$ cat config.mk
export PLATFORM = sky130hd
export DESIGN_NAME = vyd_hakem_flat
export DESIGN_NICKNAME = d
export VERILOG_FILES = /design/src/rtl/vyd_hakem_pkg.sv /design/src/rtl/vyd_hakem_if.sv /design/src/rtl/vyd_hakem.sv /design/src/flat_wrapper.sv
export SDC_FILE = /design/constraint.sdc
export NUM_CORES = 1
export LEC_CHECK = 0
export CAP_MARGIN = 30
export CORE_AREA = 2 2 294 296
export CTS_CLUSTER_DIAMETER = 30
export DETAILED_ROUTE_END_ITERATION = 16
export DIE_AREA = 0 0 296 298
export GPL_TIMING_DRIVEN = 0
export PLACE_DENSITY = 0.3
export SLEW_MARGIN = 5
export SYNTH_ARGS = -nofsm -noshare
export SYNTH_HDL_FRONTEND = slang
export SYNTH_SLANG_ARGS = --single-unit
export TNS_END_PERCENT = 100
$ cat constraint.sdc
create_clock -name clk_i -period 1.8 [get_ports clk_i]
set_input_delay 0.18 -clock clk_i [delete_from_list [all_inputs] [get_ports clk_i]]
set_output_delay 0.18 -clock clk_i [all_outputs]
set_load 0.05 [all_outputs]
$ cat src/rtl/vyd_hakem_pkg.sv
// Shared types and helpers for the VYD port arbiter.
//   hakem_durum_t : arbiter state encoding (BOSTA / L1B_SERVIS / L1V_SERVIS)
//   SAHIP_L1B/L1V : requester index, also the bit position in sahip_o
//   rr_sec()      : 2-way round-robin pick
package vyd_hakem_pkg;

  typedef enum logic [1:0] {
    BOSTA      = 2'd0,
    L1B_SERVIS = 2'd1,
    L1V_SERVIS = 2'd2
  } hakem_durum_t;

  localparam int SAHIP_L1B = 0;
  localparam int SAHIP_L1V = 1;

  // Returns the index of the requester to grant. On a tie the one that was
  // not served last wins. Only meaningful when at least one istek bit is set.
  function automatic logic rr_sec(input logic [1:0] istek, input logic son_hizmet);
    if (&istek) return ~son_hizmet;
    return istek[SAHIP_L1V];
  endfunction

endpackage

$ cat src/rtl/vyd_hakem_if.sv
// Bus bundle between the two L1 controllers, the arbiter and the VYD port.
//   slave  : arbiter side (takes L1 requests, drives the VYD request)
//   master : environment side (L1B, L1V and VYD models)
interface vyd_hakem_if #(
  parameter int ADRES_GENISLIGI          = 32,
  parameter int ONBELLEK_SATIR_GENISLIGI = 128
);
  logic [ADRES_GENISLIGI-1:0]          l1b_adres_i;
  logic                                l1b_istek_i;
  logic [ONBELLEK_SATIR_GENISLIGI-1:0] l1b_veri_o;
  logic                                l1b_hazir_o;

  logic [ADRES_GENISLIGI-1:0]          l1v_adres_i;
  logic                                l1v_istek_i;
  logic                                l1v_yaz_i;
  logic [ONBELLEK_SATIR_GENISLIGI-1:0] l1v_veri_i;
  logic [ONBELLEK_SATIR_GENISLIGI-1:0] l1v_veri_o;
  logic                                l1v_hazir_o;

  logic [ADRES_GENISLIGI-1:0]          vyd_adres_o;
  logic                                vyd_istek_o;
  logic                                vyd_yaz_o;
  logic [ONBELLEK_SATIR_GENISLIGI-1:0] vyd_veri_o;
  logic [ONBELLEK_SATIR_GENISLIGI-1:0] vyd_veri_i;
  logic                                vyd_hazir_i;

  logic [1:0]                          sahip_o;

  modport slave (
    input  l1b_adres_i, l1b_istek_i,
    output l1b_veri_o, l1b_hazir_o,
    input  l1v_adres_i, l1v_istek_i, l1v_yaz_i, l1v_veri_i,
    output l1v_veri_o, l1v_hazir_o,
    output vyd_adres_o, vyd_istek_o, vyd_yaz_o, vyd_veri_o,
    input  vyd_veri_i, vyd_hazir_i,
    output sahip_o
  );

  modport master (
    output l1b_adres_i, l1b_istek_i,
    input  l1b_veri_o, l1b_hazir_o,
    output l1v_adres_i, l1v_istek_i, l1v_yaz_i, l1v_veri_i,
    input  l1v_veri_o, l1v_hazir_o,
    input  vyd_adres_o, vyd_istek_o, vyd_yaz_o, vyd_veri_o,
    output vyd_veri_i, vyd_hazir_i,
    input  sahip_o
  );
endinterface

$ cat src/rtl/vyd_hakem.sv
// Round-robin arbiter for a single VYD (main memory) port shared by the
// instruction cache (L1B, read-only fills) and the data cache (L1V, fills,
// write-backs, uncached accesses). The port is owned for a whole transaction,
// from request until vyd_hazir_i.
// Ports:
//   clk_i, rstn_i : clock, asynchronous active-low reset
//   bus           : vyd_hakem_if slave modport (L1B, L1V, VYD, sahip_o)
// All bus outputs are combinational from the state, so they drop to zero
// as soon as reset asserts.
module vyd_hakem
  import vyd_hakem_pkg::*;
#(
  parameter int ADRES_GENISLIGI          = 32,
  parameter int ONBELLEK_SATIR_GENISLIGI = 128
) (
  input  logic       clk_i,
  input  logic       rstn_i,
  vyd_hakem_if.slave bus
);

  localparam logic [ADRES_GENISLIGI-1:0]          ADRES_SIFIR = '0;
  localparam logic [ONBELLEK_SATIR_GENISLIGI-1:0] VERI_SIFIR  = '0;

  hakem_durum_t durum_r, durum_n;
  logic         son_hizmet_r, son_hizmet_n;

  always_ff @(posedge clk_i or negedge rstn_i) begin
    if (!rstn_i) begin
      durum_r      <= BOSTA;
      son_hizmet_r <= 1'b1;       // L1B wins the first tie
    end else begin
      durum_r      <= durum_n;
      son_hizmet_r <= son_hizmet_n;
    end
  end

  always_comb begin
    durum_n          = durum_r;
    son_hizmet_n     = son_hizmet_r;
    bus.l1b_veri_o   = VERI_SIFIR;
    bus.l1b_hazir_o  = 1'b0;
    bus.l1v_veri_o   = VERI_SIFIR;
    bus.l1v_hazir_o  = 1'b0;
    bus.vyd_adres_o  = ADRES_SIFIR;
    bus.vyd_istek_o  = 1'b0;
    bus.vyd_yaz_o    = 1'b0;
    bus.vyd_veri_o   = VERI_SIFIR;
    bus.sahip_o      = 2'b00;

    unique case (durum_r)
      BOSTA: begin
        // vyd_hazir_i is deliberately ignored here
        if (bus.l1b_istek_i || bus.l1v_istek_i)
          durum_n = rr_sec({bus.l1v_istek_i, bus.l1b_istek_i}, son_hizmet_r)
                    ? L1V_SERVIS : L1B_SERVIS;
      end

      L1B_SERVIS: begin
        bus.sahip_o[SAHIP_L1B] = 1'b1;
        bus.vyd_istek_o        = bus.l1b_istek_i;
        bus.vyd_adres_o        = bus.l1b_adres_i;
        bus.l1b_veri_o         = bus.vyd_veri_i;
        bus.l1b_hazir_o        = bus.vyd_hazir_i;
        if (bus.vyd_hazir_i) begin
          son_hizmet_n = 1'(SAHIP_L1B);
          // The owner's request may still be high this cycle (stale), so it
          // is never re-granted directly; hand over only to the other side.
          durum_n = bus.l1v_istek_i ? L1V_SERVIS : BOSTA;
        end else if (!bus.l1b_istek_i) begin
          durum_n = BOSTA;      // abort: drop ownership, keep history
        end
      end

      L1V_SERVIS: begin
        bus.sahip_o[SAHIP_L1V] = 1'b1;
        bus.vyd_istek_o        = bus.l1v_istek_i;
        bus.vyd_adres_o        = bus.l1v_adres_i;
        bus.vyd_yaz_o          = bus.l1v_yaz_i;
        bus.vyd_veri_o         = bus.l1v_veri_i;
        bus.l1v_veri_o         = bus.vyd_veri_i;
        bus.l1v_hazir_o        = bus.vyd_hazir_i;
        if (bus.vyd_hazir_i) begin
          son_hizmet_n = 1'(SAHIP_L1V);
          durum_n = bus.l1b_istek_i ? L1B_SERVIS : BOSTA;
        end else if (!bus.l1v_istek_i) begin
          durum_n = BOSTA;
        end
      end

      default: durum_n = BOSTA;
    endcase
  end

endmodule

$ cat src/flat_wrapper.sv
// flat-port wrapper written by rule: the top's interface ports become plain ports
module vyd_hakem_flat import vyd_hakem_pkg::*;
#(
  parameter int ADRES_GENISLIGI          = 32,
  parameter int ONBELLEK_SATIR_GENISLIGI = 128
)
  (clk_i, rstn_i, bus_l1b_adres_i, bus_l1b_istek_i, bus_l1b_veri_o, bus_l1b_hazir_o, bus_l1v_adres_i, bus_l1v_istek_i, bus_l1v_yaz_i, bus_l1v_veri_i, bus_l1v_veri_o, bus_l1v_hazir_o, bus_vyd_adres_o, bus_vyd_istek_o, bus_vyd_yaz_o, bus_vyd_veri_o, bus_vyd_veri_i, bus_vyd_hazir_i, bus_sahip_o);
  vyd_hakem_if #(.ADRES_GENISLIGI(ADRES_GENISLIGI), .ONBELLEK_SATIR_GENISLIGI(ONBELLEK_SATIR_GENISLIGI)) bus_i ();
  input  logic clk_i;
  input  logic rstn_i;
  input wire logic [$bits(bus_i.l1b_adres_i)-1:0] bus_l1b_adres_i;
  input wire logic [$bits(bus_i.l1b_istek_i)-1:0] bus_l1b_istek_i;
  output wire logic [$bits(bus_i.l1b_veri_o)-1:0] bus_l1b_veri_o;
  output wire logic [$bits(bus_i.l1b_hazir_o)-1:0] bus_l1b_hazir_o;
  input wire logic [$bits(bus_i.l1v_adres_i)-1:0] bus_l1v_adres_i;
  input wire logic [$bits(bus_i.l1v_istek_i)-1:0] bus_l1v_istek_i;
  input wire logic [$bits(bus_i.l1v_yaz_i)-1:0] bus_l1v_yaz_i;
  input wire logic [$bits(bus_i.l1v_veri_i)-1:0] bus_l1v_veri_i;
  output wire logic [$bits(bus_i.l1v_veri_o)-1:0] bus_l1v_veri_o;
  output wire logic [$bits(bus_i.l1v_hazir_o)-1:0] bus_l1v_hazir_o;
  output wire logic [$bits(bus_i.vyd_adres_o)-1:0] bus_vyd_adres_o;
  output wire logic [$bits(bus_i.vyd_istek_o)-1:0] bus_vyd_istek_o;
  output wire logic [$bits(bus_i.vyd_yaz_o)-1:0] bus_vyd_yaz_o;
  output wire logic [$bits(bus_i.vyd_veri_o)-1:0] bus_vyd_veri_o;
  input wire logic [$bits(bus_i.vyd_veri_i)-1:0] bus_vyd_veri_i;
  input wire logic [$bits(bus_i.vyd_hazir_i)-1:0] bus_vyd_hazir_i;
  output wire logic [$bits(bus_i.sahip_o)-1:0] bus_sahip_o;
  assign bus_i.l1b_adres_i = bus_l1b_adres_i;
  assign bus_i.l1b_istek_i = bus_l1b_istek_i;
  assign bus_l1b_veri_o = bus_i.l1b_veri_o;
  assign bus_l1b_hazir_o = bus_i.l1b_hazir_o;
  assign bus_i.l1v_adres_i = bus_l1v_adres_i;
  assign bus_i.l1v_istek_i = bus_l1v_istek_i;
  assign bus_i.l1v_yaz_i = bus_l1v_yaz_i;
  assign bus_i.l1v_veri_i = bus_l1v_veri_i;
  assign bus_l1v_veri_o = bus_i.l1v_veri_o;
  assign bus_l1v_hazir_o = bus_i.l1v_hazir_o;
  assign bus_vyd_adres_o = bus_i.vyd_adres_o;
  assign bus_vyd_istek_o = bus_i.vyd_istek_o;
  assign bus_vyd_yaz_o = bus_i.vyd_yaz_o;
  assign bus_vyd_veri_o = bus_i.vyd_veri_o;
  assign bus_i.vyd_veri_i = bus_vyd_veri_i;
  assign bus_i.vyd_hazir_i = bus_vyd_hazir_i;
  assign bus_sahip_o = bus_i.sahip_o;
  vyd_hakem #(.ADRES_GENISLIGI(ADRES_GENISLIGI), .ONBELLEK_SATIR_GENISLIGI(ONBELLEK_SATIR_GENISLIGI)) u_core (.clk_i(clk_i), .rstn_i(rstn_i), .bus(bus_i));
endmodule
==> summary.txt, run 1 <==
Headroom to the max-slew limit - 64.1%
DRC violations left - 0
Worst path required time - 1620 ps
Total gr overflow - 0
Number of different library cells in the post-synthesis netlist - 23
TritonRoute pass-1 iters - 4
Hold Fails Final Rpt - 0
Die outline area - 0.0882 mm²
Critical Path Source Type - register
Fin worst setup slack - -178 ps
VDD IR max - 0.650 mV
Starting DRC count in detailed routing - 141
Via-per-instance ratio - 2.81
Min-delay worst type - in -> async
Final critical delay including setup and external delays - 1980 ps
Starting utilization of the core area - 4.06%
Period Utilization, post-route - 110%
Power density of the placed cells - 1710 mW/mm²
Placed wire-length estimate after detailed placement - 35,400 µm
Sum of negative setup slack - -43,150 ps
Number of endpoints failing setup at the final stage - 382
X dimension of the die - 296 µm
CP dominant cell by count - sky130_fd_sc_hd__clkbuf_16
Core region area - 0.0849 mm²
Antenna Violating Nets Remaining - 0
YS warnings - 0
Netlist area before placement - 0.00344 mm²
Gate count of the mapped netlist - 531
Violations in the final reports - setup timing
Wire length of the first global-routing pass - 53,900 µm
Worst path top cell family by delay - buffers and inverters
Vias in the first global route - 7,334
Synthesized net count - 863
Average routed wire per standard cell - 17.8 µm
Clock tree root buffer cell - sky130_fd_sc_hd__clkbuf_16
Pin count of the biggest net entering global routing - 11
Startpoint of the lowest-slack register-to-register path - u_core.durum_r[0]
Slew @ Worst Pin - 541 ps
Final design utilization - 18.9%
Post-synth ARST share - 100%
Number of buffer and inverter stages on the critical path - 5
Most used flip-flop cell after synthesis - sky130_fd_sc_hd__dfrtp_1
Final RePlAce weighted congestion - 0.869
Die Ht - 298 µm
Clock buffer depth - 2
Drt total wl - 44,200 µm
Outcome - complete, but fails checks
Register clock-pin slew on the reported worst setup and hold paths - 30 ps
TritonCTS buffer count - 3
Worst R2R Path Depth - 7
Maximum clock rate - 506 MHz
Number of H-tree branching levels - 1
Number of buffer cells added on primary ports - 747
Share of cells above drive strength 1 - 61.7%
# Max-Cap Violations - 0
Worst-path maximum fanout - 7
Critical Path Sink Type - primary output
Leakage dissipation - 6.73 nW
Leading cell types by total area after synthesis - sky130_fd_sc_hd__and2_1 (70%), sky130_fd_sc_hd__a22oi_1 (7.2%), sky130_fd_sc_hd__nor2b_1 (6.2%)
Number of nets at the end of the flow - 1,666
Fin Clk Skew - 0.214 ps
Stage delay of the slowest cell on the critical path - 450 ps
Filler Cells Inserted - 9,530
Clock tree from TritonCTS - built
Cell with the largest stage delay on the worst path - sky130_fd_sc_hd__dfrtp_2
Layout overhead on the synthesized area - 365%
Critical-path cell list - inv_4, ha_4, buf_12, clkbuf_16, clkbuf_16, and2_4, buf_8
Sequential share of the synthesized area - 2.22%
Number of synthesized flops with an enable pin - 0
Final slew viol count - 0
Cell taking the most area after synthesis - sky130_fd_sc_hd__and2_1
Clock latency at the later pin of the worst-skew pair - 220 ps
FF-to-FF End - u_core.durum_r[0]
Average size of a mapped cell - 6.48 µm²
Sinks on Clock Net - 3
Worst setup path category - reg -> out
Number of I/O pins - 748
Number of inserted diodes - 0
Register-to-register path setup slack - 160 ps
Count of state elements after synthesis - 3
Number of vias in the routed layout - 6,961
Share of the synthesized area in the top cell type - 70.1%
Data arrival time at the worst-slack endpoint - 1800 ps
Overall global routing resource usage - 8.55%
Initial antenna violation count - 1
RSZ-0062 raised after global routing - true
Count of standard-cell rows - 107
==> cells by family (layout without fill, tap and decap cells) <==
family | after synthesis | count (layout) | synth area share [%]
multiplexers | 2 | 2 | 0.581
AND/OR/NAND/NOR | 423 | 423 | 76.9
AO/OA/AOI/OAI | 40 | 40 | 9.12
flip-flops | 3 | 3 | 2.22
adder cells (fa/ha/maj) | 6 | 6 | 2.18
buffers and inverters | 57 | 859 | 8.97
==> registers in the layout, summed over array words and instances, names as in the netlist <==
register,flops
u_core.son_hizmet_r,1
u_core.durum_r,2
==> synthesized netlist by cell type, drive strengths merged, types with 2 or more instances <==
library cell,number
and2,387
clkbuf,40
a22oi,34
nor2b,34
buf,14
ha,6
inv,3
a21boi,2
dfrtp,2
mux2i,2
==> cell type report <==
| cell class | instances | area [µm²] | share of cell area, % |
|---|---|---|---|
| flip-flops and latches | 3 | 78.8 | 0.492 |
| repair buffers | 800 | 9690 | 60.5 |
| clock buffers | 4 | 78.8 | 0.492 |
| plain buffers | 52 | 883 | 5.52 |
| inverters | 3 | 16.3 | 0.102 |
| multi-input cells | 471 | 3830 | 23.9 |
| well taps | 1144 | 1430 | 8.94 |
==> routing by layer <==
layer	share of wire, %	track usage, %	wire [µm]	up-vias
li1	-	-	-	3248
met1	37	8.91	16200	3267
met2	54	17.3	23900	427
met3	8.5	2.06	3740	17
met4	0.82	1.06	364	2
met5	0.016	0	7	-
==> placed cells by master (no fill, tap or decap), drive strengths merged, types with 2 or more instances in the layout <==
cell / count
and2: 387
clkdlybuf4s15: 10
ha: 6
dlygate4sd2: 2
inv: 3
a21boi: 2
buf: 469
clkdlybuf4s50: 325
a22oi: 34
nor2b: 34
dfrtp: 2
mux2i: 2
clkbuf: 50
==> repair_timing <==
item / 4_1_cts / 5_1_grt
gates resized for setup: 2616 / 1086
hold buffers: 0 / 0
pin swaps: 1 / 3
gates cloned: 9 / 26
setup buffers: 6 / 13
setup endpoints to repair: 422 / 422
==> per-stage QoR <==
step	area (µm²)	instances	setup WS, ps	hold slack [ps]	power [W]
4_1_cts	13000	2441	-280	153	0.0221
5_1_grt	16000	2477	-271	164	0.0286
3_5_place_dp	12400	2422	-1290	389	0.0199
3_3_place_gp	12400	2422	-1300	383	0.0201
2_1_floorplan	3530	531	81.7	-116	0.0125
6_report	16000	2477	-178	149	0.0274
==> worst register-to-register path, stage by stage (launching register included) <==
cell	delay, ps
sky130_fd_sc_hd__dfrtp_2	440
sky130_fd_sc_hd__inv_4	100
sky130_fd_sc_hd__ha_2	200
sky130_fd_sc_hd__buf_6	160
sky130_fd_sc_hd__buf_4	130
sky130_fd_sc_hd__a22oi_2	70
sky130_fd_sc_hd__o32ai_2	210
sky130_fd_sc_hd__mux2i_1	240
==> how the worst max path moves through the flow <==
stage                     slack (ps)               from             endpoint  cells after the start
after floorplan                   80  u_core.durum_r[0]   bus_vyd_adres_o[0]                      6
after detailed placement       -1290  u_core.durum_r[0]  bus_l1v_veri_o[106]                      6
after global placement         -1300  u_core.durum_r[0]  bus_l1v_veri_o[106]                      6
after global routing            -270  u_core.durum_r[0]  bus_l1v_veri_o[112]                      8
final                           -180  u_core.durum_r[1]  bus_l1b_veri_o[110]                      7
after CTS                       -280  u_core.durum_r[1]   bus_l1b_veri_o[47]                      7
==> report_power, final <==
part	leakage [nW]	total [W]	internal (W)	switching [W]
sequential	0.0334	0.000171	0.000115	0.0000564
combinational	6.65	0.0269	0.0120	0.0149
clock	0.0382	0.000357	0.000293	0.0000640
total	6.73	0.0274	0.0124	0.0150
Note: power is estimated with default switching activity, not from simulation.
==> run 2, diff against run 1 <==
- CORE_AREA: 2 2 294 296 -> 2 2 295 297
- DIE_AREA: 0 0 296 298 -> 0 0 297 299
- REMOVE_ABC_BUFFERS: not set -> 1
- clock period: 1.8 -> 2.5 ns (I/O delays scaled with it)
==> run 2 against run 1 <==
The flow now finishes without violations. Combinational power fell by 52%. Non-clock buffer count fell by 90. Global-route usage fell by 0.44 points. Clock skew rose by 1.9 ps. Sequential share of layout area rose by 0.15 points. Critical path type unchanged. Critical endpoint is now bus_l1v_veri_o[70]. Largest cell class unchanged. Highest routed layer unchanged.
==> summary.txt, run 2 (synthesized netlist as in run 1, its figures left out) <==
Met2 WL - 20,000 µm (was 23,900 µm)
Count of standard-cell rows - 108 (was 107)
Highest routing layer actually used - met5 (unchanged)
Regs by FF count - u_core.durum_r (2), u_core.son_hizmet_r (1) (unchanged)
Number of buffer cells added on primary ports - 747 (unchanged)
Met1 routed wirelength after detailed routing - 14,200 µm (was 16,200 µm)
Wire length of the first global-routing pass - 52,300 µm (was 53,900 µm)
Average routed wire per standard cell - 16.2 µm (was 17.8 µm)
Hold Fails Final Rpt - 0 (unchanged)
Total gr overflow - 0 (unchanged)
Placed Cells incl. Taps - 2,384 (was 2,422)
Worst setup path category - reg -> out (unchanged)
Number of I/O pins - 748 (unchanged)
Critical Path Source Type - register (unchanged)
Period Utilization, post-route - 97.1%
Smallest hold slack - 211 ps (was 149 ps)
Drt total wl - 39,000 µm (was 44,200 µm)
Clock tree root buffer cell - sky130_fd_sc_hd__clkbuf_16 (unchanged)
Share of cells above drive strength 1 - 22.5% (was 61.7%)
Number of nets at the end of the flow - 1,576 (was 1,666)
Clock latency at the later pin of the worst-skew pair - 220 ps (about the same)
Final critical delay including setup and external delays - 2430 ps
Number of vias in the routed layout - 6,428 (was 6,961)
Register clock-pin slew on the reported worst setup and hold paths - 30 ps (about the same)
Number of non-filler instances in the completed layout - 2,405 (was 2,477)
Fin worst setup slack - 71.6 ps (was -178 ps)
Net switching share of the total power - 69.5% (was 54.7%)
Starting utilization of the core area - 4.01% (was 4.06%)
Die Ht - 299 µm (was 298 µm)
Placed wire-length estimate after detailed placement - 32,200 µm (was 35,400 µm)
Fin Clk Skew - 2.14 ps (was 0.214 ps)
Worst R2R Path Depth - 5 (was 7)
# Max-Cap Violations - 0 (unchanged)
Overall global routing resource usage - 8.11% (was 8.55%)
Clock buffer depth - 2 (unchanged)
Critical Path Sink Type - primary output (unchanged)
Highest-count cells in the layout ignoring fill and taps - sky130_fd_sc_hd__and2_1 (384), sky130_fd_sc_hd__clkdlybuf4s50_1 (326), sky130_fd_sc_hd__dlygate4sd2_1 (119) (was sky130_fd_sc_hd__clkdlybuf4s50_1 (325), sky130_fd_sc_hd__buf_8 (250), sky130_fd_sc_hd__and2_4 (243))
Number of endpoints failing setup at the final stage - 0 (was 382)
Starting DRC count in detailed routing - 205 (was 141)
Post-route cell area - 0.0119 mm² (was 0.0160 mm²)
Slew @ Worst Pin - 652 ps (was 541 ps)
Part of the power in registers - 0.8% (was 0.6%)
Min-delay worst type - in -> async (unchanged)
P_int - 0.00407 W (was 0.0124 W)
Initial antenna violation count - 7 (was 1)
VDD IR max - 0.448 mV (was 0.650 mV)
Worst-path maximum fanout - 5 (was 7)
Vias in the first global route - 6,756 (was 7,334)
TritonCTS buffer count - 3 (unchanged)
Layout overhead on the synthesized area - 246% (was 365%)
Final slew viol count - 0 (unchanged)
Most flop-heavy register - u_core.durum_r (unchanged)
RSZ-0062 raised after global routing - true (unchanged)
Filler Cells Inserted - 10,012 (was 9,530)
TritonRoute pass-1 iters - 6 (was 4)
Pin count of the biggest net entering global routing - 106 (was 11)
Instance area after placement - 0.0122 mm² (was 0.0124 mm²)
Sinks on Clock Net - 3 (unchanged)
Setup slack at placement - -651 ps (was -1290 ps)
Number of hold buffers added after CTS - 0 (unchanged)
Number of H-tree branching levels - 1 (unchanged)
Data arrival time at the worst-slack endpoint - 2180 ps (was 1800 ps)
Maximum clock rate - 412 MHz
Max FFs per register - 2 (unchanged)
Part of the total power dissipated in combinational logic - 97.3% (was 98.1%)
Sum of negative setup slack - 0 ps (was -43,150 ps)
Amount of wire on met3 after detailed routing - 4100 µm (was 3740 µm)
Outcome - finished clean (was complete, but fails checks)
Antenna Violating Nets Remaining - 0 (unchanged)
Clock power share - 1.9% (was 1.3%)
Clock tree from TritonCTS - built (unchanged)
Leakage dissipation - 5.04 nW (was 6.73 nW)
Via-per-instance ratio - 2.67 (was 2.81)
Final RePlAce weighted congestion - 0.913 (was 0.869)
Power density of the placed cells - 1120 mW/mm² (was 1710 mW/mm²)
DRC violations left - 0 (unchanged)
X dimension of the die - 297 µm (was 296 µm)
Core region area - 0.0859 mm² (was 0.0849 mm²)
Die outline area - 0.0888 mm² (was 0.0882 mm²)
Most common library cell in the layout ignoring fill and taps - sky130_fd_sc_hd__and2_1 (was sky130_fd_sc_hd__clkdlybuf4s50_1)
Worst path required time - 2250 ps (was 1620 ps)
Net Switching - 0.00927 W (was 0.0150 W)
Headroom to the max-slew limit - 56.7% (was 64.1%)
[run 2: cell type report]
| class | count | area [µm²] | share of cell area, % |
|---|---|---|---|
| Inverter | 3 | 11.3 | 0.0944 |
| Sequential cell | 3 | 76.3 | 0.640 |
| Clock buffer | 4 | 78.8 | 0.661 |
| Multi-Input combinational cell | 471 | 3100 | 26.0 |
| Tap cell | 1155 | 1450 | 12.1 |
| Antenna cell | 7 | 17.5 | 0.147 |
| Timing Repair Buffer | 762 | 7200 | 60.3 |
[run 2: timing repair]
action                     CTS  global route
pin swaps                    1             0
gates cloned                 2             1
hold endpoints to repair     0             0
resized for setup          863           206
buffers inserted             7             0
setup endpoints to repair  421           203
[run 2: final timing paths]
path / startpoint / end / slack, ps
max in group asynchronous: rstn_i / u_core.son_hizmet_r / 2080
worst min register to register: u_core.son_hizmet_r / u_core.son_hizmet_r / 550
min in group clk_i: u_core.son_hizmet_r / u_core.son_hizmet_r / 550
worst max register to register: u_core.durum_r[0] / u_core.durum_r[1] / 670
worst max-delay path: u_core.durum_r[0] / bus_l1v_veri_o[70] / 70
worst min-delay path: rstn_i / u_core.durum_r[0] / 210
[run 2: power by group through the flow]
| stage | clock network [W] | registers (W) | logic, W |
|---|---|---|---|
| floorplan | 0 | 0.0000973 | 0.00848 |
| global placement | 0 | 0.000102 | 0.00854 |
| detailed placement | 0 | 0.000109 | 0.0137 |
| CTS | 0.000257 | 0.000113 | 0.0133 |
| global route | 0.000264 | 0.000117 | 0.0136 |
| finish | 0.000250 | 0.000113 | 0.0130 |
[run 2: layer usage]
| metal | GRT usage, % | vias to the layer above |
|---|---|---|
| li1 | - | 3076 |
| met1 | 8.51 | 2886 |
| met2 | 15.1 | 436 |
| met3 | 3.07 | 26 |
| met4 | 1.55 | 4 |
| met5 | 1.90 | - |
[run 2: critical path, stage by stage (launching register included)]
cell and delay (ps):
sky130_fd_sc_hd__dfrtp_1 420, sky130_fd_sc_hd__inv_1 220, sky130_fd_sc_hd__ha_4 200, sky130_fd_sc_hd__buf_12 140
sky130_fd_sc_hd__buf_4 150, sky130_fd_sc_hd__and2_1 240, sky130_fd_sc_hd__dlygate4sd2_1 560
[run 2: per-stage QoR]
step | total power, W | util, %
after global placement | 0.00864 | 14.0
after CTS | 0.0137 | 14.4
after detailed placement | 0.0138 | 14.2
after floorplan | 0.00857 | -
after global routing | 0.0140 | 13.9
final | 0.0133 | 13.9
==> run 3, diff against run 2 <==
- TNS_END_PERCENT: 100 -> not set
==> results of run 3 <==
The final DEF is identical to that of run 2; final timing and power are the same.
